[config.mk]
export PLATFORM = sky130hd
export DESIGN_NAME = seg7_scan_display
export DESIGN_NICKNAME = d
export VERILOG_FILES = /design/src/rtl/seg7_pkg.sv /design/src/rtl/hex_to_seg7.sv /design/src/rtl/seg7_scan_display.sv
export SDC_FILE = /design/constraint.sdc
export NUM_CORES = 1
export LEC_CHECK = 0
export CAP_MARGIN = 20
export CORE_ASPECT_RATIO = 1.5
export CORE_UTILIZATION = 40
export DETAILED_ROUTE_END_ITERATION = 10
export PLACE_DENSITY = 0.71
export SETUP_SLACK_MARGIN = 0.05
export SKIP_LAST_GASP = 1
export SYNTH_ARGS = -nofsm -noshare
export SYNTH_HDL_FRONTEND = slang
export SYNTH_SLANG_ARGS = --single-unit
export TNS_END_PERCENT = 50
[constraint.sdc]
create_clock -name clk_50mhz -period 4 [get_ports clk_50mhz]
set_input_delay 1 -clock clk_50mhz [delete_from_list [all_inputs] [get_ports clk_50mhz]]
set_output_delay 1 -clock clk_50mhz [all_outputs]
set_load 0.02 [all_outputs]
[src/rtl/seg7_pkg.sv]
// Shared constants and elaboration helpers for the multi-digit 7-segment scan controller.
package seg7_pkg;

  localparam int unsigned SEG_W = 7;

  localparam logic [SEG_W-1:0] SEG_OFF = 7'h00;

  // Active-high gfedcba patterns for hex digits 0..F
  localparam logic [SEG_W-1:0] SEG_TABLE [16] = '{
    7'h3F, 7'h06, 7'h5B, 7'h4F, 7'h66, 7'h6D, 7'h7D, 7'h07,
    7'h7F, 7'h6F, 7'h77, 7'h7C, 7'h39, 7'h5E, 7'h79, 7'h71
  };

  function automatic int unsigned calc_div(input int unsigned clk_hz, input int unsigned scan_hz);
    return clk_hz / scan_hz;
  endfunction

  // Counter width for values 0..n-1, never narrower than one bit
  function automatic int unsigned calc_sel_w(input int unsigned n);
    return (n > 1) ? $clog2(n) : 1;
  endfunction

endpackage

[src/rtl/hex_to_seg7.sv]
// Combinational hex nibble to active-high gfedcba segment decoder.
module hex_to_seg7
  import seg7_pkg::*;
(
  input  logic [3:0]       i_nibble,
  output logic [SEG_W-1:0] o_seg_c
);

  always_comb begin
    o_seg_c = SEG_TABLE[i_nibble];
  end

endmodule

[src/rtl/seg7_scan_display.sv]
// Multi-digit 7-segment scan controller: divider, digit scan, blink timing,
// per-digit dp/blank/blink and polarity-adjusted registered display outputs.
module seg7_scan_display
  import seg7_pkg::*;
#(
  parameter int unsigned NUM_DIGITS     = 8,
  parameter int unsigned CLK_HZ         = 50000000,
  parameter int unsigned SCAN_HZ        = 800,
  parameter int unsigned BLINK_FRAMES   = 50,
  parameter bit          DS_ACTIVE_LOW  = 1'b0,
  parameter bit          SEG_ACTIVE_LOW = 1'b0,
  localparam int unsigned SEL_W         = calc_sel_w(NUM_DIGITS)
) (
  input  logic                    clk_50mhz,
  input  logic                    rst,
  input  logic                    n_en,
  input  logic [4*NUM_DIGITS-1:0] data,
  input  logic [NUM_DIGITS-1:0]   dp_in,
  input  logic [NUM_DIGITS-1:0]   blank,
  input  logic [NUM_DIGITS-1:0]   blink,
  output logic [NUM_DIGITS-1:0]   ds,
  output logic [SEG_W-1:0]        led,
  output logic                    dp,
  output logic [SEL_W-1:0]        sel,
  output logic                    frame_tick
);

  localparam int unsigned DIV   = calc_div(CLK_HZ, SCAN_HZ);
  localparam int unsigned DIV_W = calc_sel_w(DIV);
  localparam int unsigned BC_W  = calc_sel_w(BLINK_FRAMES);

  if (DIV < 2) begin : g_bad_div
    $error("seg7_scan_display: CLK_HZ/SCAN_HZ must be at least 2");
  end
  if (NUM_DIGITS < 1 || NUM_DIGITS > 16) begin : g_bad_digits
    $error("seg7_scan_display: NUM_DIGITS must be 1..16");
  end
  if (BLINK_FRAMES < 1) begin : g_bad_blink
    $error("seg7_scan_display: BLINK_FRAMES must be at least 1");
  end

  logic [DIV_W-1:0]      r_div_cnt;
  logic [SEL_W-1:0]      r_sel;
  logic [BC_W-1:0]       r_blink_cnt;
  logic                  r_blink_phase;
  logic                  r_frame_tick;
  logic [NUM_DIGITS-1:0] r_ds;
  logic [SEG_W-1:0]      r_led;
  logic                  r_dp;

  logic                  w_scan_tick;
  logic                  w_wrap;
  logic [SEL_W-1:0]      w_sel_next;
  logic                  w_blink_phase_next;
  logic [3:0]            w_nibble;
  logic                  w_dp_sel;
  logic                  w_dark;
  logic [NUM_DIGITS-1:0] w_onehot;
  logic [SEG_W-1:0]      w_seg;
  logic [NUM_DIGITS-1:0] w_ds_next;
  logic [SEG_W-1:0]      w_led_next;
  logic                  w_dp_next;

  assign w_scan_tick = (r_div_cnt == DIV_W'(DIV - 1));
  assign w_wrap      = w_scan_tick && (r_sel == SEL_W'(NUM_DIGITS - 1));

  always_comb begin
    w_sel_next = r_sel;
    if (w_scan_tick) begin
      w_sel_next = w_wrap ? '0 : r_sel + SEL_W'(1);
    end
  end

  always_comb begin
    w_blink_phase_next = r_blink_phase;
    if (w_wrap && (r_blink_cnt == BC_W'(BLINK_FRAMES - 1))) begin
      w_blink_phase_next = ~r_blink_phase;
    end
  end

  // Per-digit attributes of the digit that will be driven after this edge
  always_comb begin
    w_nibble = '0;
    w_dp_sel = 1'b0;
    w_dark   = 1'b0;
    w_onehot = '0;
    for (int i = 0; i < NUM_DIGITS; i++) begin
      if (w_sel_next == SEL_W'(i)) begin
        w_nibble    = data[4*i +: 4];
        w_dp_sel    = dp_in[i];
        w_dark      = blank[i] | (blink[i] & w_blink_phase_next);
        w_onehot[i] = 1'b1;
      end
    end
  end

  hex_to_seg7 u_dec (
    .i_nibble (w_nibble),
    .o_seg_c  (w_seg)
  );

  // Dark digits keep their select active so the scan duty stays uniform
  always_comb begin
    w_ds_next  = '0;
    w_led_next = SEG_OFF;
    w_dp_next  = 1'b0;
    if (!n_en) begin
      w_ds_next = w_onehot;
      if (!w_dark) begin
        w_led_next = w_seg;
        w_dp_next  = w_dp_sel;
      end
    end
  end

  always_ff @(posedge clk_50mhz or posedge rst) begin
    if (rst) begin
      r_div_cnt     <= '0;
      r_sel         <= '0;
      r_blink_cnt   <= '0;
      r_blink_phase <= 1'b0;
      r_frame_tick  <= 1'b0;
      r_ds          <= '0;
      r_led         <= SEG_OFF;
      r_dp          <= 1'b0;
    end else begin
      r_div_cnt     <= w_scan_tick ? '0 : r_div_cnt + DIV_W'(1);
      r_sel         <= w_sel_next;
      r_blink_phase <= w_blink_phase_next;
      r_frame_tick  <= w_wrap;
      if (w_wrap) begin
        r_blink_cnt <= (r_blink_cnt == BC_W'(BLINK_FRAMES - 1)) ? '0 : r_blink_cnt + BC_W'(1);
      end
      r_ds  <= w_ds_next;
      r_led <= w_led_next;
      r_dp  <= w_dp_next;
    end
  end

  assign ds         = r_ds ^ {NUM_DIGITS{DS_ACTIVE_LOW}};
  assign led        = r_led ^ {SEG_W{SEG_ACTIVE_LOW}};
  assign dp         = r_dp ^ SEG_ACTIVE_LOW;
  assign sel        = r_sel;
  assign frame_tick = r_frame_tick;

endmodule

==> run_results.csv, run 1 <==
group,metric,value,unit
run_status,status,"finished clean",
sta,hold_violations,0,
sta,max_clock_freq,279,MHz
yosys,synth_edf_count,0,
yosys,syn_area_per_cell,9.30,sq um
worst_setup_path,cp.arrival,3.78,ns
cts,path_clk_slew,0.08,ns
floorplan,die_y,103,um
worst_hold_path,hold_class,"reg -> reg",
sta,min_period_over_period,89.7,%
floorplan,io_pins,79,
yosys,yosys-top-cells-area,"dfrtp_1 (39%), mux2i_1 (5.5%), ha_1 (5.0%)",
sta,period_needed,3.59,ns
finish,areaGrowthSynthToFinish,35.7,%
yosys,synth_cells,294,
finish,drive_gt1_share,8.68,%
sta,whs,0.489,ns
yosys,yosys_warnings,0,
yosys,syn_area,0.00274,sq mm
worst_hold_path,hold-path-cell-count,1,
cts,cts_buffer_depth,2,
finish,diodes,0,
floorplan,die_area,0.00718,sq mm
sta,fin_setup_tns,0,ns
power_and_ir_drop,power.density,226,mW/mm^2
yosys,synth-seq-cells,43,
yosys,syn_nets,364,
yosys,synthArstFlopShare,100,%
finish,nFillCells,597,
cts,holdBufCountCts,0,
drt,dr.pass1.iters,4,
sta,rsz0062_at_grt,"no",
power_and_ir_drop,leakage,0.00165,uW
yosys,ys.flop_type,"dfrtp_1",
drt,avgViaCountPerCell,5.56,
drt,wirelength,7.60,mm
yosys,yosysTopAreaCellShare,39.3,%
flow_run,drv_cap,0,
floorplan,die_width,69.5,um
worst_setup_path,r2r_cells,12,
cts,cts_tree,"built",
cts,cts_buffers,5,
finish,multiInputGateArea,0.00154,sq mm
cts,htree_levels,2,
drt,drc,0,
sta,slew_viol_final,0,
global_route,grt_overflow_total,0,
worst_setup_path,start_kind,"flop",
yosys,ys_seq_area_share,39.3,%
placement,hpwl,6.09,mm
global_route,antenna_found_initial,0,
drt,wire_per_inst,16.7,um
cts,root_buffer,"clkbuf_8",
worst_setup_path,cp-end-kind,"flop",
finish,fin_nets,449,
sta,finalSetupViolCount,0,
drt,vias,2534,
worst_setup_path,critPathRequiredTime,4.19,ns
sta,slew_headroom,50.5,%
drt,drtIter0Drc,143,
finish,finalInstanceArea,0.00371,sq mm
cts,clock_sinks,43,
power_and_ir_drop,ir_drop,0.112,mV
global_route,grt_pass1_vias,2622,
floorplan,start_util,41.9,%
sta,skew,0.00651,ns
drt,ant_nets,0,
cts,clk_latency,0.29,ns
finish,ff_latch_area,0.00108,sq mm
global_route,grt_pass1_wl,12.2,mm
global_route,grt_use_total,22.0,%
floorplan,placeableCoreArea,0.00653,sq mm
floorplan,rows,36,
sta,worst_slew_pin_slew,0.722,ns
worst_setup_path,path_max_fanout,16,
placement,post_dp_cell_area,0.00362,sq mm
power_and_ir_drop,p_total,839,uW
yosys,yosysUniqueCellTypes,63,
placement,portBuffers,78,
global_route,grt_max_degree,44,
worst_setup_path,critPathKind,"reg -> reg",
placement,gp_congestion,0.916,
yosys,yosysTopAreaCell,"dfrtp_1",
-- flip-flops by register name, summed over array words and instances (netlist names) --
signal,count
sel,3
led,7
frame_tick,1
r_blink_phase,1
r_blink_cnt,6
r_div_cnt,16
ds,8
dp,1
-- worst paths after layout --
kind | startpoint | end | slack (ns)
max | r_div_cnt[0] | led[0] | 0.41
min | r_div_cnt[14] | r_div_cnt[14] | 0.49
max reg2reg | r_div_cnt[0] | led[0] | 0.41
min reg2reg | r_div_cnt[14] | r_div_cnt[14] | 0.49
max in group asynchronous | rst | r_div_cnt[0] | 2.48
min in group asynchronous | rst | r_blink_cnt[4] | 1.15
-- timing repair --
item,4_1_cts,5_1_grt
buffers inserted,0,0
endpoints found under the setup margin,0,5
gates resized for setup,0,1
-- power by group --
group | total [uW] | switching (uW) | internal (uW)
Combinational | 127 | 51.4 | 75.3
Clock | 272 | 150 | 122
Sequential | 441 | 1.62 | 439
Total | 839 | 203 | 637
-- per-layer routing --
layer / global-route usage (%) / part of all wire, % / routed length [um]
met2: 44.1 / 56 / 4220
met4: 10.0 / 2.5 / 193
met3: 1.94 / 4.6 / 352
met5: 0 / 0 / 0
met1: 23.1 / 37 / 2830
-- per-stage QoR --
step,instances,setup slack (ns),utilization [%]
after CTS,456,0.222,56.8
after floorplan,294,0.750,-
after detailed placement,448,0.241,55.5
after global placement,448,0.351,55.5
final,456,0.412,56.8
after global routing,456,0.147,56.8
-- worst max-delay path: stages (launching register included) --
cell	delay [ns]
dfrtp_1	0.40
ha_1	0.23
nor4bb_1	0.26
and4_2	0.51
mux2i_4	0.39
inv_1	0.14
a221o_1	0.37
o31ai_4	0.36
inv_2	0.09
ha_1	0.28
nand3_1	0.11
nand2_1	0.08
a2111oi_2	0.27
-- cell usage in the layout (no fill, tap or decap), types with 3 or more instances in the layout --
master	synthesis	routed
and3_1	7	7
mux2i_1	15	15
xor2_1	4	4
xnor2_1	10	10
nor4bb_1	3	3
o22ai_1	3	3
nor3_1	10	10
and2_1	3	3
dfrtp_1	43	43
a21o_1	3	3
buf_4	1	10
nor2_1	28	28
nand3_1	12	12
nor2b_1	6	6
a211oi_1	4	4
nand2_1	36	36
clkbuf_8	0	5
a211o_1	3	3
ha_1	11	11
clkdlybuf4s50_1	0	78
a22oi_1	3	3
nor4b_1	3	3
a21oi_1	9	9
o21ai_0	11	11
inv_1	11	11
-- synth_stat cells (all sizes together) (4+ instances only) --
| master | number |
|---|---|
| a211oi | 5 |
| and2 | 4 |
| buf | 8 |
| xnor2 | 10 |
| ha | 11 |
| nor2b | 6 |
| o21ai | 13 |
| nor2 | 28 |
| xor2 | 4 |
| nand2 | 36 |
| and3 | 7 |
| nand3 | 12 |
| nor3 | 10 |
| a21oi | 10 |
| mux2i | 17 |
| inv | 14 |
| dfrtp | 43 |
-- area by class of cell --
cell class / instances / area share, %
Multi-Input combinational cell: 227 / 41.6
Clock buffer: 6 / 1.96
Timing Repair Buffer: 88 / 23.1
Tap cell: 76 / 2.56
Clock inverter: 2 / 0.337
Inverter: 14 / 1.48
Sequential cell: 43 / 29.0
-- logic make-up (layout without fill, tap and decap cells) --
group / count (synthesis) / count (layout) / share of synthesized area, %
multiplexers: 18 / 18 / 7.23
AND/OR/NAND/NOR: 124 / 124 / 23.1
adder cells (fa/ha/maj): 11 / 11 / 5.03
flip-flops: 43 / 43 / 39.3
buffers and inverters: 24 / 110 / 4.25
AO/OA/AOI/OAI: 60 / 60 / 16.6
XOR/XNOR: 14 / 14 / 4.48
No activity file was read; power rests on OpenSTA's default activity.
==> inputs of run 2 (changes only) <==
Settings changed: GPL_ROUTABILITY_DRIVEN set to 0.
==> run_results.csv, run 2 (same netlist as run 1, synthesis figures left out) <==
group,metric,value,unit
finish,largest_register_ffs,16,
worst_setup_path,crit_slowest_cell,"and4_2",
drt,avgViaCountPerCell,5.51,
finish,diodes,0,
cts,clk_latency,0.30,ns
sta,rsz0062_at_grt,"no",
sta,period_needed,3.65,ns
sta,max_clock_freq,274,MHz
worst_setup_path,worstPathBufferInverterCount,2,
worst_setup_path,cp-end-kind,"flop",
finish,final_cell_mix,"clkdlybuf4s50_1 (78), dfrtp_1 (43), nand2_1 (36)",
finish,fin_nets,450,
cts,root_buffer,"clkbuf_8",
finish,drive_gt1_share,9.19,%
worst_setup_path,crit_chain,"ha_1, nor4bb_1, and4_2, mux2i_4, inv_1, a221o_1, o31ai_4, inv_2, ha_1, nand3_1, nand2_1, a2111oi_2",
cts,post_cts_buffers,0,
cts,cts_buffers,5,
drt,ant_nets,0,
global_route,gr-max-usage-layer,"met2",
power_and_ir_drop,ir_drop,0.121,mV
drt,wirelength,7.61,mm
global_route,use_met3,3.49,%
worst_setup_path,r2r_setup_slack,0.35,ns
placement,post_dp_cell_area,0.00363,sq mm
drt,drtIter0Drc,173,
cts,cts_tree,"built",
drt,drc,0,
worst_setup_path,path_delay_family,"compound AO/OA/AOI/OAI gates",
worst_setup_path,cpMostUsedCell,"ha_1",
worst_setup_path,cp.arrival,3.84,ns
flow_run,drv_cap,0,
worst_setup_path,path_max_fanout,16,
drt,dr.pass1.iters,4,
worst_setup_path,critPathRequiredTime,4.20,ns
sta,whs,0.492,ns
finish,final_common_cell,"clkdlybuf4s50_1",
cts,cts_buffer_depth,2,
floorplan,start_util,41.9,%
sta,worst_slew_pin_slew,0.688,ns
worst_hold_path,hp-start,"r_div_cnt[0]",
power_and_ir_drop,power.density,247,mW/mm^2
sta,skew,0.0109,ns
global_route,grt_max_degree,23,
worst_setup_path,r2r_cells,12,
sta,fin_setup_tns,0,ns
global_route,antenna_found_initial,0,
worst_setup_path,r2r-start,"r_div_cnt[0]",
floorplan,placeableCoreArea,0.00653,sq mm
global_route,grt_overflow_total,0,
worst_setup_path,start_kind,"flop",
placement,portBuffers,78,
worst_setup_path,max_stage_delay,0.51,ns
sta,hold_violations,0,
run_status,status,"finished clean",
power_and_ir_drop,leakage,0.00168,uW
global_route,grt_pass1_vias,2665,
floorplan,die_y,103,um
cts,htree_levels,2,
sta,fin_ws,0.353,ns
global_route,met2_usage,43.6,%
global_route,met1_usage,23.7,%
power_and_ir_drop,p_total,925,uW
placement,pre_cts_slack,0.156,ns
sta,slew_viol_final,0,
floorplan,io_pins,79,
worst_hold_path,hold_class,"reg -> reg",
sta,min_period_over_period,91.2,%
finish,areaGrowthSynthToFinish,37.1,%
floorplan,die_area,0.00718,sq mm
floorplan,die_width,69.5,um
sta,finalSetupViolCount,0,
cts,post_cts_resized,0,
floorplan,rows,36,
finish,finalInstanceArea,0.00375,sq mm
cts,holdBufCountCts,0,
cts,path_clk_slew,0.09,ns
placement,hpwl,6.10,mm
global_route,grt_use_total,22.6,%
worst_hold_path,min_to,"r_div_cnt[0]",
worst_setup_path,critPathKind,"reg -> reg",
sta,slew_headroom,52.8,%
global_route,grt_pass1_wl,12.6,mm
cts,clock_sinks,43,
finish,largest_register,"r_div_cnt",
drt,vias,2519,
worst_hold_path,hold-path-cell-count,1,
worst_setup_path,r2r-end,"led[0]",
drt,wire_per_inst,16.6,um
## run 2: layout make-up
type	instances	area, sq um
fill	580	2780
multi-input combinational	227	1540
sequential	43	1080
timing repair buffer	89	863
tap	76	95.1
clock buffer	6	82.6
inverter	14	55.1
clock inverter	2	35.0
## run 2: stage by stage
| step | util [%] | instances |
|---|---|---|
| detailed placement | 55.6 | 449 |
| floorplan | - | 294 |
| global route | 57.4 | 457 |
| finish | 57.4 | 457 |
| CTS | 57.4 | 457 |
| global placement | 55.6 | 449 |
## run 2: metal layers
layer  part of all wire (%)  up-vias
met4                    3.0        0
met1                     38     1189
met3                    3.6       18
met5                      0        -
met2                     55       88
li1                       -     1224
## run 2: worst max-delay path by stage
stage | start | end | slack [ns] | depth (start not counted)
6_report | r_div_cnt[0] | led[0] | 0.35 | 12
5_1_grt | r_div_cnt[0] | led[0] | 0.06 | 12
4_1_cts | r_div_cnt[0] | led[0] | 0.13 | 12
3_5_place_dp | r_div_cnt[0] | led[0] | 0.16 | 12
3_3_place_gp | r_div_cnt[0] | led[0] | 0.34 | 12
2_1_floorplan | sel[1] | led[0] | 0.75 | 13
## run 2: worst reg2reg max path: stages, from the launching register on
cell and delay [ns]:
dfrtp_1 0.40, ha_1 0.23, nor4bb_1 0.28, and4_2 0.51, mux2i_4 0.41, inv_1 0.13
a221o_1 0.36, o31ai_4 0.36, inv_2 0.10, ha_1 0.29, nand3_1 0.11, nand2_1 0.09
a2111oi_2 0.28
## run 2: power by group
part / internal [uW] / switching [uW] / total (uW)
Sequential: 439 / 1.42 / 441
Combinational: 75.8 / 52.2 / 128
Clock: 202 / 155 / 357
Total: 717 / 208 / 925
